## src/rtl/buzz_pkg.sv

```systemverilog
// Shared types and constants for the quiz buzzer arbiter.
// Round-robin pick helper lives here so it stays next to the width constants.
package buzz_pkg;

   localparam int NUM_PLAYERS = 4;
   localparam int PIDX_W      = 2;
   localparam int CNT_W       = 26;

   typedef enum logic [1:0] {
      S_IDLE    = 2'd0,
      S_ARMED   = 2'd1,
      S_GRANTED = 2'd2,
      S_TIMEOUT = 2'd3
   } state_t;

   // First set bit of elig searching upward from ptr, wrapping.
   function automatic logic [PIDX_W-1:0] rr_pick(
      input logic [NUM_PLAYERS-1:0] elig,
      input logic [PIDX_W-1:0]      ptr
   );
      logic [PIDX_W-1:0] idx;
      rr_pick = ptr;
      for (int k = NUM_PLAYERS - 1; k >= 0; k--) begin
         idx = ptr + PIDX_W'(k);
         if (elig[idx]) rr_pick = idx;
      end
   endfunction

endpackage

```

## src/rtl/sync_edge.sv

```systemverilog
// Two-flop synchronizer for the raw buzzer lines plus a history
// flop that turns each press into a single-cycle rise pulse.
module sync_edge
   import buzz_pkg::*;
(
   input  logic                   clk,
   input  logic                   rst,
   input  logic [NUM_PLAYERS-1:0] d,
   output logic [NUM_PLAYERS-1:0] rise
);

   logic [NUM_PLAYERS-1:0] s1_q, s1_d;
   logic [NUM_PLAYERS-1:0] s2_q, s2_d;
   logic [NUM_PLAYERS-1:0] s3_q, s3_d;

   always_comb begin
      s1_d = d;
      s2_d = s1_q;
      s3_d = s2_q;
   end

   always_ff @(posedge clk or negedge rst) begin
      if (!rst) begin
         s1_q <= '0;
         s2_q <= '0;
         s3_q <= '0;
      end else begin
         s1_q <= s1_d;
         s2_q <= s2_d;
         s3_q <= s3_d;
      end
   end

   assign rise = s2_q & ~s3_q;

endmodule

```

## src/rtl/buzz_arbiter.sv

```systemverilog
// Quiz buzzer arbiter: early-buzz lockout, round-robin tie break,
// and a bounded answer window, all driven by CPU arm/ack strobes.
module buzz_arbiter #(
   parameter int TIMEOUT_CYCLES = 50000000,
   parameter int NUM_PLAYERS    = 4
) (
   input  logic                   clk,
   input  logic                   rst,
   input  logic [NUM_PLAYERS-1:0] req,
   input  logic                   arm,
   input  logic                   ack,
   output logic                   winner_valid,
   output logic [1:0]             winner,
   output logic                   timed_out,
   output logic                   armed,
   output logic [NUM_PLAYERS-1:0] lock_mask
);

   import buzz_pkg::*;

   localparam logic [CNT_W-1:0] CNT_LAST = CNT_W'(TIMEOUT_CYCLES - 1);

   state_t                 state_q, state_d;
   logic [CNT_W-1:0]       cnt_q, cnt_d;
   logic [NUM_PLAYERS-1:0] lock_q, lock_d;
   logic [PIDX_W-1:0]      rr_q, rr_d;
   logic [PIDX_W-1:0]      win_q, win_d;

   logic [NUM_PLAYERS-1:0] rise;
   logic [NUM_PLAYERS-1:0] elig;
   logic [PIDX_W-1:0]      pick;

   sync_edge u_sync (
      .clk  (clk),
      .rst  (rst),
      .d    (req),
      .rise (rise)
   );

   assign elig = rise & ~lock_q;
   assign pick = rr_pick(elig, rr_q);

   always_comb begin
      state_d = state_q;
      cnt_d   = cnt_q;
      lock_d  = lock_q;
      rr_d    = rr_q;
      win_d   = win_q;
      unique case (state_q)
         S_IDLE: begin
            // Rises here, including one coincident with arm, lock out.
            lock_d = lock_q | rise;
            if (arm) begin
               state_d = S_ARMED;
               cnt_d   = '0;
            end
         end
         S_ARMED: begin
            if (ack) begin
               state_d = S_IDLE;
               lock_d  = '0;
               cnt_d   = '0;
            end else if (|elig) begin
               state_d = S_GRANTED;
               win_d   = pick;
               rr_d    = pick + 2'd1;
            end else if (cnt_q == CNT_LAST) begin
               state_d = S_TIMEOUT;
            end else begin
               cnt_d = cnt_q + 1'b1;
            end
         end
         default: begin
            if (ack) begin
               state_d = S_IDLE;
               lock_d  = '0;
               cnt_d   = '0;
            end
         end
      endcase
   end

   always_ff @(posedge clk or negedge rst) begin
      if (!rst) begin
         state_q <= S_IDLE;
         cnt_q   <= '0;
         lock_q  <= '0;
         rr_q    <= '0;
         win_q   <= '0;
      end else begin
         state_q <= state_d;
         cnt_q   <= cnt_d;
         lock_q  <= lock_d;
         rr_q    <= rr_d;
         win_q   <= win_d;
      end
   end

   assign armed        = (state_q == S_ARMED);
   assign winner_valid = (state_q == S_GRANTED);
   assign timed_out    = (state_q == S_TIMEOUT);
   assign winner       = win_q;
   assign lock_mask    = lock_q;

endmodule

```

## config.mk

```make
export PLATFORM = sky130hd
export DESIGN_NAME = buzz_arbiter
export DESIGN_NICKNAME = d
export VERILOG_FILES = /design/src/rtl/buzz_pkg.sv /design/src/rtl/sync_edge.sv /design/src/rtl/buzz_arbiter.sv
export SDC_FILE = /design/constraint.sdc
export NUM_CORES = 1
export LEC_CHECK = 0
export ABC_CLOCK_PERIOD_IN_PS = 2550
export CAP_MARGIN = 10
export CORE_MARGIN = 3
export CORE_UTILIZATION = 61
export CTS_BUF_LIST = sky130_fd_sc_hd__clkbuf_4
export CTS_CLUSTER_SIZE = 16
export DETAILED_ROUTE_END_ITERATION = 8
export PLACE_DENSITY = 0.79
export SYNTH_ARGS = -nofsm -noshare
export SYNTH_HDL_FRONTEND = slang
export SYNTH_HIERARCHICAL = 1
export SYNTH_SLANG_ARGS = --single-unit
```

## constraint.sdc

```tcl
create_clock -name clk -period 2.55 [get_ports clk]
set_input_delay 0.3825 -clock clk [delete_from_list [all_inputs] [get_ports clk]]
set_output_delay 0.3825 -clock clk [all_outputs]
set_load 0.1 [all_outputs]
```

# Word-level counts from Yosys, hierarchy flattened

Index checks and enable logic that the tools add are counted.

Equality and inequality tests: 8
Order comparisons: 4
Reduce and logical (&&, ||, !) cells: 7
Add/sub/neg operators: 5
Mux-type cells: 26
Bitwise operators: 6

Operators with widths:

| operator                                                                     | number |
|---|---|
| 26-bit 2-to-1 mux                                                            | 5 |
| 26-bit one-hot mux with 2 select lines                                       | 1 |
| 26-bit by 1-bit adder with 26-bit output, second input constant              | 1 |
| 26-bit equality test, second input constant                                  | 1 |
| 2-bit 2-to-1 mux                                                             | 9 |
| 2-bit by 3-bit less-than comparator with 1-bit output, second input constant | 4 |
| 4-bit bitwise AND                                                            | 2 |
| 1-bit binary-select mux with 2-bit select                                    | 4 |
| 4-bit 2-to-1 mux                                                             | 2 |
| 4-bit inverter                                                               | 2 |
| 3-bit inequality test, second input constant                                 | 2 |
| 3-bit AND reduction                                                          | 2 |
| 2-bit by 1-bit adder with 2-bit output, second input constant                | 2 |
| 2-bit adder, second input constant                                           | 2 |
| 2-bit equality test, second input constant                                   | 2 |
| 1-bit 2-to-1 mux                                                             | 4 |
| 4-bit by 2-bit inequality test with 1-bit output, second input constant      | 1 |
| 4-bit OR                                                                     | 1 |
| 2-bit one-hot mux with 2 select lines                                        | 1 |
| 4-bit AND reduction                                                          | 1 |
| 4-bit OR reduction                                                           | 1 |
| 3-bit nonzero test                                                           | 1 |
| 2-bit by 1-bit equality test with 1-bit output, second input constant        | 1 |
| 2-bit logical NOT                                                            | 1 |
| other kinds (3)                                                              | 3 |

Flip-flop bits (word level): 48
Input bits: 8

# Depth between registers and ports, before layout

Gate-level depths: netlist of the first run.

Depth after elaboration: 10
Gate-level depth with buffers: 9
Depth with buffers taken out: 6

# Cells and area by module

Netlist of the first run, hierarchy kept.

By module, submodules not included:

| module       | area each (um2) | cells an instance | times used |
|---|---|---|---|
| buzz_arbiter | 2182.1          | 242               | 1 |
| sync_edge    | 355.3           | 16                | 1 |

# Worst setup path before layout of the first run

Ideal clock, no wire load.

Path type: register -> register
From: register lock_q[0] (netlist: lock_mask[0])
To: register cnt_q[16]
Buffers on the path: 2
Stages on the path, launching flop included: 8
Data arrival time: 2.431 ns
Slack: 0.000 ns
Cells stage by stage: dfrtp_1 > nand2b_1 > a41oi_2 > or3_1 > buf_2 > buf_2 > o31a_1 > o21a_1

Longest elaborated chain between the ends: 5

Ends and longest elaborated chain:

| what                                   | line               | source |
|---|---|---|
| start: declaration                     | buzz_arbiter.sv:25 | `logic [NUM_PLAYERS-1:0] lock_q, lock_d;` |
| start signal: assignment               | buzz_arbiter.sv:93 | `lock_q <= lock_d;` |
| 4-bit inverter                         | buzz_arbiter.sv:40 | `assign elig = rise & ~lock_q;` |
| 4-bit bitwise AND                      | buzz_arbiter.sv:40 |  |
| 4-bit OR reduction                     | buzz_arbiter.sv:63 | `end else if (\|elig) begin` |
| 3-bit inequality test (no source line) | -                  |  |
| 4-bit AND reduction (no source line)   | -                  |  |
| end signal: assignment                 | buzz_arbiter.sv:92 | `cnt_q <= cnt_d;` |
| end: declaration                       | buzz_arbiter.sv:24 | `logic [CNT_W-1:0] cnt_q, cnt_d;` |

No other way between the ends.
A chain may end at the register's enable or synchronous reset.

# Worst setup path after layout of the first run

From: register u_sync.s2_q[3]
To: register cnt_q[11]

Longest elaborated chain between the ends: 5

Ends and longest elaborated chain:

| what                                   | line               | source |
|---|---|---|
| start: declaration                     | sync_edge.sv:13    | `logic [NUM_PLAYERS-1:0] s2_q, s2_d;` |
| start signal: assignment               | sync_edge.sv:25    | `s2_q <= '0;` |
| start signal: assignment               | sync_edge.sv:29    | `s2_q <= s2_d;` |
| 4-bit bitwise AND                      | sync_edge.sv:34    | `assign rise = s2_q & ~s3_q;` |
| via rise[3]                            | buzz_arbiter.sv:29 | `logic [NUM_PLAYERS-1:0] rise;` |
| 4-bit bitwise AND                      | buzz_arbiter.sv:40 |  |
| 4-bit OR reduction                     | buzz_arbiter.sv:63 |  |
| 3-bit inequality test (no source line) | -                  |  |
| 4-bit AND reduction (no source line)   | -                  |  |

The timed path passes the listed nets, and every way through them passes these cells.

==> results of run 1 <==
[area by class of cell]
type | instances | area [µm²]
inverter | 1 | 3.754
clock buffer | 5 | 37.54
tap | 48 | 60.06
clock inverter | 3 | 42.54
fill | 272 | 927.1
multi-input combinational | 196 | 1284
timing repair buffer | 34 | 270.3
sequential | 48 | 1201
[critical path, stage by stage (launching register included)]
cell and delay (ns):
dfrtp_1 0.41, nor2b_4 0.14, nor2b_1 0.17, o41ai_4 0.62, nand2_1 0.29, or4_1 0.53, a21oi_1 0.16
[metal layers]
layer,global-route usage [%],up-vias
met5,0,-
met4,8.723,0
li1,-,1050
met2,39.29,57
met3,3.885,7
met1,35.62,1053
[stage by stage]
stage	worst slack [ns]	instance area, µm²	cells	power (mW)
after global placement	0.002957	2798	326	1.994
after detailed placement	-0.03961	2798	326	2.004
after floorplan	0.0002385	2537	258	1.721
after global routing	0.05295	2899	335	2.564
after CTS	0.2031	2899	335	2.462
final	0.1694	2899	335	2.457
[sequential cells by signal (all words and copies together) (netlist names)]
signal and flops:
cnt_q 26, winner 2, u_sync/s1_q 4, state_q 2
u_sync/s2_q 4, rr_q 2, lock_mask 4, u_sync/s3_q 4
[worst min path at each step]
stage | end | slack (ns) | depth (start not counted)
global route | u_sync/s2_q[1] | 0.38 | 0
global placement | u_sync/s2_q[0] | 0.34 | 0
finish | u_sync/s2_q[2] | 0.37 | 0
CTS | u_sync/s2_q[1] | 0.37 | 0
floorplan | cnt_q[0] | 0.09 | 0
detailed placement | u_sync/s2_q[1] | 0.34 | 0
[cell usage in the layout (no fill, tap or decap), drive strengths merged, types with 3 or more instances in the layout]
| cell type | n |
|---|---|
| nor3 | 5 |
| dfrtp | 48 |
| clkbuf | 5 |
| o21ai | 13 |
| nand2b | 4 |
| o41ai | 3 |
| or3 | 8 |
| o21a | 3 |
| and4 | 3 |
| a22o | 5 |
| and3 | 7 |
| or4 | 14 |
| nand3 | 13 |
| and2 | 3 |
| o31ai | 12 |
| nand4 | 5 |
| nor4 | 6 |
| clkdlybuf4s50 | 6 |
| nand2 | 22 |
| buf | 27 |
| nor3b | 3 |
| nor2b | 10 |
| nor2 | 12 |
| o211ai | 4 |
| a21oi | 20 |
[synthesized netlist by cell type, drive strengths merged, types with 3 or more instances]
cell type  instances
and2               3
o211ai             4
nand2b             4
nor2b             10
nand2             22
and3               7
o21a               3
a21oi             20
nor3b              3
o31ai             12
or3                8
and4               3
o21ai             13
dfrtp             48
clkbuf             3
o41ai              3
buf               10
nand3             13
nor3               5
or4               14
nor4               6
nor2              12
nand4              5
a22o               5
[power by group through the flow]
stage	Clock, mW	Combinational (mW)	Sequential (mW)
after global routing	0.490	1.10	0.973
after global placement	0	1.03	0.965
after floorplan	0	0.459	1.26
after detailed placement	0	1.04	0.968
final	0.452	1.05	0.955
after CTS	0.458	1.05	0.955
[logic make-up (layout without fill, tap and decap cells)]
logic type / after synthesis / in the layout
fa+ha+maj: 1 / 1
xor+xnor: 1 / 1
compound gates: 71 / 71
flops: 48 / 48
simple gates: 123 / 123
buf+inv: 14 / 43
[repair_timing]
| item | 4_1_cts | 5_1_grt |
|---|---|---|
| buffers inserted | 0 | 0 |
| endpoints found under the setup margin | 3 | 0 |
| hold buffers | 1 | 0 |
| hold endpoints to repair | 19 | 0 |
| resized for setup | 1 | 0 |
==> qor.yml, run 1 <==
status:
  outcome: "finished, final reports clean"
setup_path:
  worstPathRequired_ns: 2.86
  crit_path_start_kind: "flip-flop"
  worst-path-max-fanout: 8
  reg2reg_slack_ns: 0.17
  critPathCaptureType: "flip-flop"
  crit_start: "u_sync/s2_q[3]"
  regToRegEndpoint: "cnt_q[11]"
  critPathKind: "flip-flop to flip-flop"
  r2r_cells: 6
  r2r-start: "u_sync/s2_q[3]"
  crit_arrival_ns: 2.69
  crit_path_end: "cnt_q[11]"
timing:
  fin_crit_ns: 2.381
  finalCritPeriodShare_pct: 93.36
  hold_ws_ns: 0.3700
  drv_slew: 0
  worst_pin_slew_ns: 0.6175
  finalSetupTns_ns: 0
  grt_setup_unrepaired: "no"
  relSlewSlack_pct: 58.48
  final-setup-viol-count: 0
  hold_violations: 0
  fmaxAchievable_ghz: 0.4201
  finalClockSkew_ns: 0.01159
pwr:
  switching_share_pct: 45.68
  ir_drop_mv: 0.6364
  p_leak_nw: 1.179
  switching_power_mw: 1.123
  intPower_mw: 1.335
  power_frac_clock_pct: 18.4
  power_density_mw_per_mm2: 847.7
  p_comb_share_pct: 42.7
  seqPwrFrac_pct: 38.9
floorplanning:
  die_h_um: 70.50
  io_pins: 17
  start_util_pct: 66.32
  dieArea_mm2: 0.004970
  fp-row-count: 22
  die_w_um: 70.50
  coreArea_mm2: 0.003826
yosys:
  syn_area_mm2: 0.002537
  synthArstFlopShare_pct: 100.0
  ys_warn_count: 6
  synth_largest_area_cell: "dfrtp_1"
  synthXorXnorAreaFrac_pct: 0.3452
  synth_edf_count: 0
  synth_cell_type_count: 48
  synth.area.mux_share_pct: 0
  seq_area_frac_synth_pct: 47.34
  synthFlopType: "dfrtp_1"
  avgSynthCellArea_um2: 9.835
  ys_top_cells_by_area: "dfrtp_1 (47%), a21oi_1 (3.9%), or4_1 (3.8%), o31ai_1 (3.6%), nand2_1 (3.3%)"
  syn_inst: 258
  synthSimpleGateAreaFrac_pct: 30.03
  synth-compound-area-share_pct: 18.79
  synthesis.nets: 267
  synth-adder-area-share_pct: 0.4931
  synth_top_family_by_area: "simple AND/OR/NAND/NOR gates"
  synth-seq-cells: 48
  yosys.area.top_type_share_pct: 47.34
placement:
  numPortBuffers: 16
  place_congestion: 0.9109
  dp_hpwl_um: 4258
grt:
  grt_overflow: 0
  grt_max_degree: 22
  grt_pass1_wl_um: 10120
  antenna_found_initial: 0
  grt_pass1_vias: 2143
  track_usage_pct: 25.20
drt:
  maxUsedRoutingLayer: "met4"
  met1Wirelength_um: 2744
  drt-total-wl_um: 5842
  vias: 2167
  drc: 0
  wl_per_cell_um: 17.44
  postRouteAntennaNets: 0
  wl_met3_um: 285
  drt_pre_antenna_iters: 5
  drtIter0Drc: 173
  vias_per_cell: 6.469
  met2WireLength_um: 2750
clock_network:
  insertion_delay_ns: 0.37
  cts_made_buffers: 5
  cts_max_path_buffers: 2
  htreeDepth: 2
  cts_tree: "yes"
  cts.sinks: 48
  root_buffer: "clkbuf_4"
  cts.clk_slew.worst_paths_ns: 0.14
final_layout:
  nNetsFinal: 295
  n_antenna_cell: 0
  drive_gt1_share_pct: 16.38
  area_growth_pct: 14.25
  fin_util_pct: 75.77
min_path:
  hp-start: "u_sync/s1_q[2]"
  min_path_type: "flip-flop to flip-flop"
flow_run:
  maxCapViolCount: 0
Power figures use the tool's default switching activity.
==> inputs of run 2 (changes only) <==
--- a/config.mk
+++ b/config.mk
@@ -5,14 +5,14 @@
 export SDC_FILE = /design/constraint.sdc
 export NUM_CORES = 1
 export LEC_CHECK = 0
-export ABC_CLOCK_PERIOD_IN_PS = 2550
+export ABC_CLOCK_PERIOD_IN_PS = 2850
 export CAP_MARGIN = 10
 export CORE_MARGIN = 3
-export CORE_UTILIZATION = 61
+export CORE_UTILIZATION = 65
 export CTS_BUF_LIST = sky130_fd_sc_hd__clkbuf_4
 export CTS_CLUSTER_SIZE = 16
 export DETAILED_ROUTE_END_ITERATION = 8
-export PLACE_DENSITY = 0.79
+export PLACE_DENSITY = 0.84
 export SYNTH_ARGS = -nofsm -noshare
 export SYNTH_HDL_FRONTEND = slang
 export SYNTH_HIERARCHICAL = 1
==> constraint.sdc (replaced) <==
create_clock -name clk -period 2.85 [get_ports clk]
set_input_delay 0.4275 -clock clk [delete_from_list [all_inputs] [get_ports clk]]
set_output_delay 0.4275 -clock clk [all_outputs]
set_load 0.1 [all_outputs]
==> qor.yml, run 2 (synthesized netlist as in run 1, its figures left out) <==
drt:
  drtIter0Drc: 177
  vias: 2119
  postRouteAntennaNets: 0
  drt_pre_antenna_iters: 4
  drc: 0
  vias_per_cell: 6.441
  drt-total-wl_um: 5437
  wl_per_cell_um: 16.53
final_layout:
  drive_gt1_share_pct: 14.59
  final_common_cell: "dfrtp_1"
  fin_cells: 329
  regMostFlops: "cnt_q"
  nNetsFinal: 289
  largest_register_ffs: 26
  final_cell_mix: "dfrtp_1 (48), nand2_1 (22), buf_4 (21)"
  area_growth_pct: 11.00
  n_antenna_cell: 0
pwr:
  p_comb_share_pct: 43.8
  seqPwrFrac_pct: 40.9
  power_frac_clock_pct: 15.3
  intPower_mw: 1.104
  ir_drop_mv: 0.5306
  switching_power_mw: 0.9777
  power_density_mw_per_mm2: 739.0
  switching_share_pct: 46.98
  p_leak_nw: 1.134
setup_path:
  critical-path-top-delay-family: "simple AND/OR/NAND/NOR gates"
  crit_path_start_kind: "input pin"
  worstPathRequired_ns: 3.14
  max_stage_delay_ns: 0.61
  slowest_stage: "clkdlybuf4s50_1"
  r2r_cells: 5
  crit_arrival_ns: 2.67
  critPathCaptureType: "flip-flop"
  cp_cell_sequence: "clkdlybuf4s50_1 -> nor2b_4 -> or2_0 -> or3_1 -> or4_1 -> a21oi_1"
  regToRegEndpoint: "cnt_q[14]"
  r2r-start: "state_q[1]"
  reg2reg_slack_ns: 0.58
  worst-path-max-fanout: 16
  crit_buf_inv: 1
  critPathKind: "input pin to flip-flop"
clock_network:
  cts-resized-gates: 0
  htreeDepth: 2
  cts_max_path_buffers: 2
  cts.sinks: 48
  root_buffer: "clkbuf_4"
  cts_tree: "yes"
  holdBufCountCts: 0
  cts.clk_slew.worst_paths_ns: 0.14
  cts_made_buffers: 5
  insertion_delay_ns: 0.37
  post_cts_buffers: 0
grt:
  grt_pass1_wl_um: 8880
  grt_overflow: 0
  grt_pass1_vias: 1926
  track_usage_pct: 25.65
  antenna_found_initial: 0
  grt_max_degree: 49
timing:
  hold_violations: 0
  grt_setup_unrepaired: "no"
  finalCritPeriodShare_pct: 83.49
  fin_crit_ns: 2.380
  finalSetupTns_ns: 0
  drv_slew: 0
  fmaxAchievable_ghz: 0.4202
  relSlewSlack_pct: 29.68
  worst_pin_slew_ns: 1.055
  finalClockSkew_ns: 0.01822
  final-setup-viol-count: 0
flow_run:
  maxCapViolCount: 0
min_path:
  min_path_type: "input pin to asynchronous set/reset pin"
placement:
  numPortBuffers: 16
  place_congestion: 0.8481
  dp_hpwl_um: 3936
  dp.cells: 321
floorplanning:
  coreArea_mm2: 0.003716
  die_h_um: 68.48
  io_pins: 17
  dieArea_mm2: 0.004690
  start_util_pct: 68.28
  fp-row-count: 22
  die_w_um: 68.48
status:
  outcome: "finished, final reports clean"
run 2: cell count changes in the layout (fill, tap and decap cells not counted):
cell | before | now
clkinv_1 | 0 | 1
clkinv_2 | 1 | 0
bufinv_16 | 1 | 0
dlygate4sd3_1 | 1 | 0
o41ai_4 | 1 | 0
o41ai_2 | 0 | 1
buf_4 | 26 | 21
clkbuf_4 | 5 | 6
run 2: worst max path at each step:
stage / from / slack, ns / end / cells after the start
after CTS: ack / 0.50 / cnt_q[20] / 6
after global routing: ack / 0.38 / cnt_q[14] / 6
final: ack / 0.47 / cnt_q[14] / 6
after detailed placement: ack / 0.10 / cnt_q[18] / 6
after floorplan: lock_mask[0] / 0.30 / cnt_q[16] / 7
after global placement: ack / 0.18 / cnt_q[18] / 6
run 2: through the flow:
| stage | hold WS (ns) | instance area [µm²] | power (mW) | util, % | setup WS, ns |
|---|---|---|---|---|---|
| 2_1_floorplan | 0.1319 | 2537 | 1.540 | - | 0.3002 |
| 4_1_cts | 0.2559 | 2816 | 2.080 | 75.79 | 0.5002 |
| 6_report | 0.2325 | 2816 | 2.081 | 75.79 | 0.4704 |
| 3_5_place_dp | 0.3358 | 2760 | 1.773 | 74.28 | 0.1035 |
| 3_3_place_gp | 0.3337 | 2760 | 1.760 | 74.28 | 0.1822 |
| 5_1_grt | 0.2726 | 2816 | 2.176 | 75.79 | 0.3793 |
run 2: power groups by stage:
stage	clock network, mW	logic (mW)	registers [mW]
6_report	0.319	0.911	0.850
2_1_floorplan	0	0.411	1.13
3_5_place_dp	0	0.911	0.862
5_1_grt	0.350	0.959	0.866
4_1_cts	0.318	0.912	0.850
3_3_place_gp	0	0.900	0.860
run 2: worst reg2reg max path: cells and delay by family (launching register included):
kind	cells	cell delay (ns)
simple gates	4	1.54
flops	1	0.51
compound gates	1	0.17
run 2: final cells by class:
cell class	count	area, µm²
inverters	1	3.754
fillers	262	899.6
well taps	48	60.06
flip-flops and latches	48	1201
clock inverters	2	11.26
multi-input cells	196	1272
repair buffers	28	222.7
clock buffers	6	45.04
run 2: routing by layer:
layer	track usage [%]	up-vias	routed length, µm
met5	0	-	0
met3	5.419	6	229
li1	-	1033	-
met1	34.28	1032	2529
met2	42.19	48	2623
met4	6.452	0	55
==> inputs of run 3 (changes only) <==
--- a/config.mk
+++ b/config.mk
@@ -5,14 +5,14 @@
 export SDC_FILE = /design/constraint.sdc
 export NUM_CORES = 1
 export LEC_CHECK = 0
-export ABC_CLOCK_PERIOD_IN_PS = 2850
+export ABC_CLOCK_PERIOD_IN_PS = 2300
 export CAP_MARGIN = 10
 export CORE_MARGIN = 3
-export CORE_UTILIZATION = 65
+export CORE_UTILIZATION = 61
 export CTS_BUF_LIST = sky130_fd_sc_hd__clkbuf_4
 export CTS_CLUSTER_SIZE = 16
 export DETAILED_ROUTE_END_ITERATION = 8
-export PLACE_DENSITY = 0.84
+export PLACE_DENSITY = 0.79
 export SYNTH_ARGS = -nofsm -noshare
 export SYNTH_HDL_FRONTEND = slang
 export SYNTH_HIERARCHICAL = 1
==> constraint.sdc (replaced) <==
create_clock -name clk -period 2.3 [get_ports clk]
set_input_delay 0.345 -clock clk [delete_from_list [all_inputs] [get_ports clk]]
set_output_delay 0.345 -clock clk [all_outputs]
set_load 0.1 [all_outputs]
==> qor.yml, run 3 (synthesized netlist as in run 1, its figures left out) <==
status:
  outcome: "finished, final reports clean"
setup_path:
  crit_top_cell: "or4_4"
  worst-path-max-fanout: 3
  slowest_stage: "or4_4"
  r2r_cells: 6
  worstPathRequired_ns: 2.61
  critical-path-top-delay-family: "simple AND/OR/NAND/NOR gates"
  crit_path_start_kind: "flip-flop"
  regToRegEndpoint: "cnt_q[15]"
  reg2reg_slack_ns: 0.11
  cp_cell_sequence: "buf_4 -> nand4_1 -> or4_4 -> or4_4 -> or3_1 -> a21oi_1"
  critPathKind: "flip-flop to flip-flop"
  max_stage_delay_ns: 0.51
  crit_arrival_ns: 2.50
  crit_buf_inv: 1
  r2r-start: "cnt_q[0]"
  critPathCaptureType: "flip-flop"
pwr:
  power_density_mw_per_mm2: 926.5
  p_leak_nw: 1.243
  ir_drop_mv: 0.7417
placement:
  dp_hpwl_um: 4255
  place_congestion: 0.8803
  numPortBuffers: 16
timing:
  fmaxAchievable_ghz: 0.4571
  hold_violations: 0
  relSlewSlack_pct: 64.30
  worst_pin_slew_ns: 0.5299
  hold_ws_ns: 0.3641
  final-setup-viol-count: 0
  fin_crit_ns: 2.188
  finalCritPeriodShare_pct: 95.13
  finalClockSkew_ns: 0.01605
  grt_setup_unrepaired: "no"
  drv_slew: 0
drt:
  vias: 2254
  wl_met3_um: 275
  drt_pre_antenna_iters: 4
  drc: 0
  drtIter0Drc: 202
  drt-total-wl_um: 5873
  met1Wirelength_um: 2737
  vias_per_cell: 6.477
  wl_per_cell_um: 16.88
  maxUsedRoutingLayer: "met4"
  postRouteAntennaNets: 0
  met2WireLength_um: 2751
floorplanning:
  die_h_um: 70.50
  dieArea_mm2: 0.004970
  start_util_pct: 66.32
  fp-row-count: 22
  die_w_um: 70.50
  coreArea_mm2: 0.003826
  io_pins: 17
min_path:
  min_to: "u_sync/s2_q[1]"
  min_path_cells: 0
  min_path_type: "flip-flop to flip-flop"
  hp-start: "u_sync/s1_q[1]"
grt:
  grt_overflow: 0
  track_usage_pct: 25.40
  antenna_found_initial: 0
  grt_pass1_wl_um: 10230
  grt_pass1_vias: 2176
  grt_max_degree: 26
clock_network:
  cts.sinks: 48
  cts_tree: "yes"
  htreeDepth: 2
  cts_made_buffers: 5
  cts_max_path_buffers: 2
  root_buffer: "clkbuf_4"
  cts.clk_slew.worst_paths_ns: 0.16
  insertion_delay_ns: 0.37
final_layout:
  nNetsFinal: 308
  fin_util_pct: 79.23
  regMostFlops: "cnt_q"
  largest_register_ffs: 26
  n_antenna_cell: 0
  final_common_cell: "dfrtp_1"
  area_growth_pct: 19.48
  drive_gt1_share_pct: 22.67
  final_cell_mix: "dfrtp_1 (43), buf_4 (38), nand2_1 (21)"
flow_run:
  maxCapViolCount: 0
run 3: timing repair:
action,4_1_cts,5_1_grt
pin swaps,0,1
endpoints found under the setup margin,5,10
hold endpoints to repair,23,0
hold buffers,1,0
setup buffers,0,4
gates resized for setup,1,4
run 3: worst max-delay path by stage:
stage | from | end | slack (ns) | depth (start not counted)
floorplan | lock_mask[0] | cnt_q[16] | 0.04 | 7
global placement | ack | cnt_q[15] | -0.20 | 6
detailed placement | ack | cnt_q[15] | -0.26 | 6
CTS | u_sync/s2_q[3] | cnt_q[19] | 0.06 | 6
global route | cnt_q[0] | cnt_q[15] | 0.02 | 6
finish | cnt_q[0] | cnt_q[15] | 0.11 | 6
run 3: stage by stage:
stage	instance area (µm²)	instances	TNS (ns)	worst slack, ns	total power, mW
after detailed placement	2883	335	-2.070	-0.2617	2.262
after global placement	2883	335	-1.613	-0.2025	2.239
after CTS	2988	344	0	0.05906	2.776
final	3032	348	0	0.1121	2.809
after global routing	3032	348	0	0.01576	2.939
after floorplan	2542	258	0	0.04238	1.916
run 3: power by group:
group	internal (mW)	switching, mW
Clock	0.233	0.287
Combinational	0.365	0.869
Sequential	0.948	0.107
Total	1.55	1.26
run 3: per-layer routing:
layer / track usage, % / up-vias
met4: 7.872 / 0
met1: 36.96 / 1089
met2: 39.19 / 81
met3: 3.597 / 13
met5: 0 / -
li1: - / 1071
run 3: layout make-up:
class,count,area [µm²]
timing repair buffer,47,380.4
multi-input combinational,196,1296
sequential,48,1207
fill,267,794.5
inverter,1,3.754
clock buffer,5,37.54
clock inverter,3,46.29
tap,48,60.06
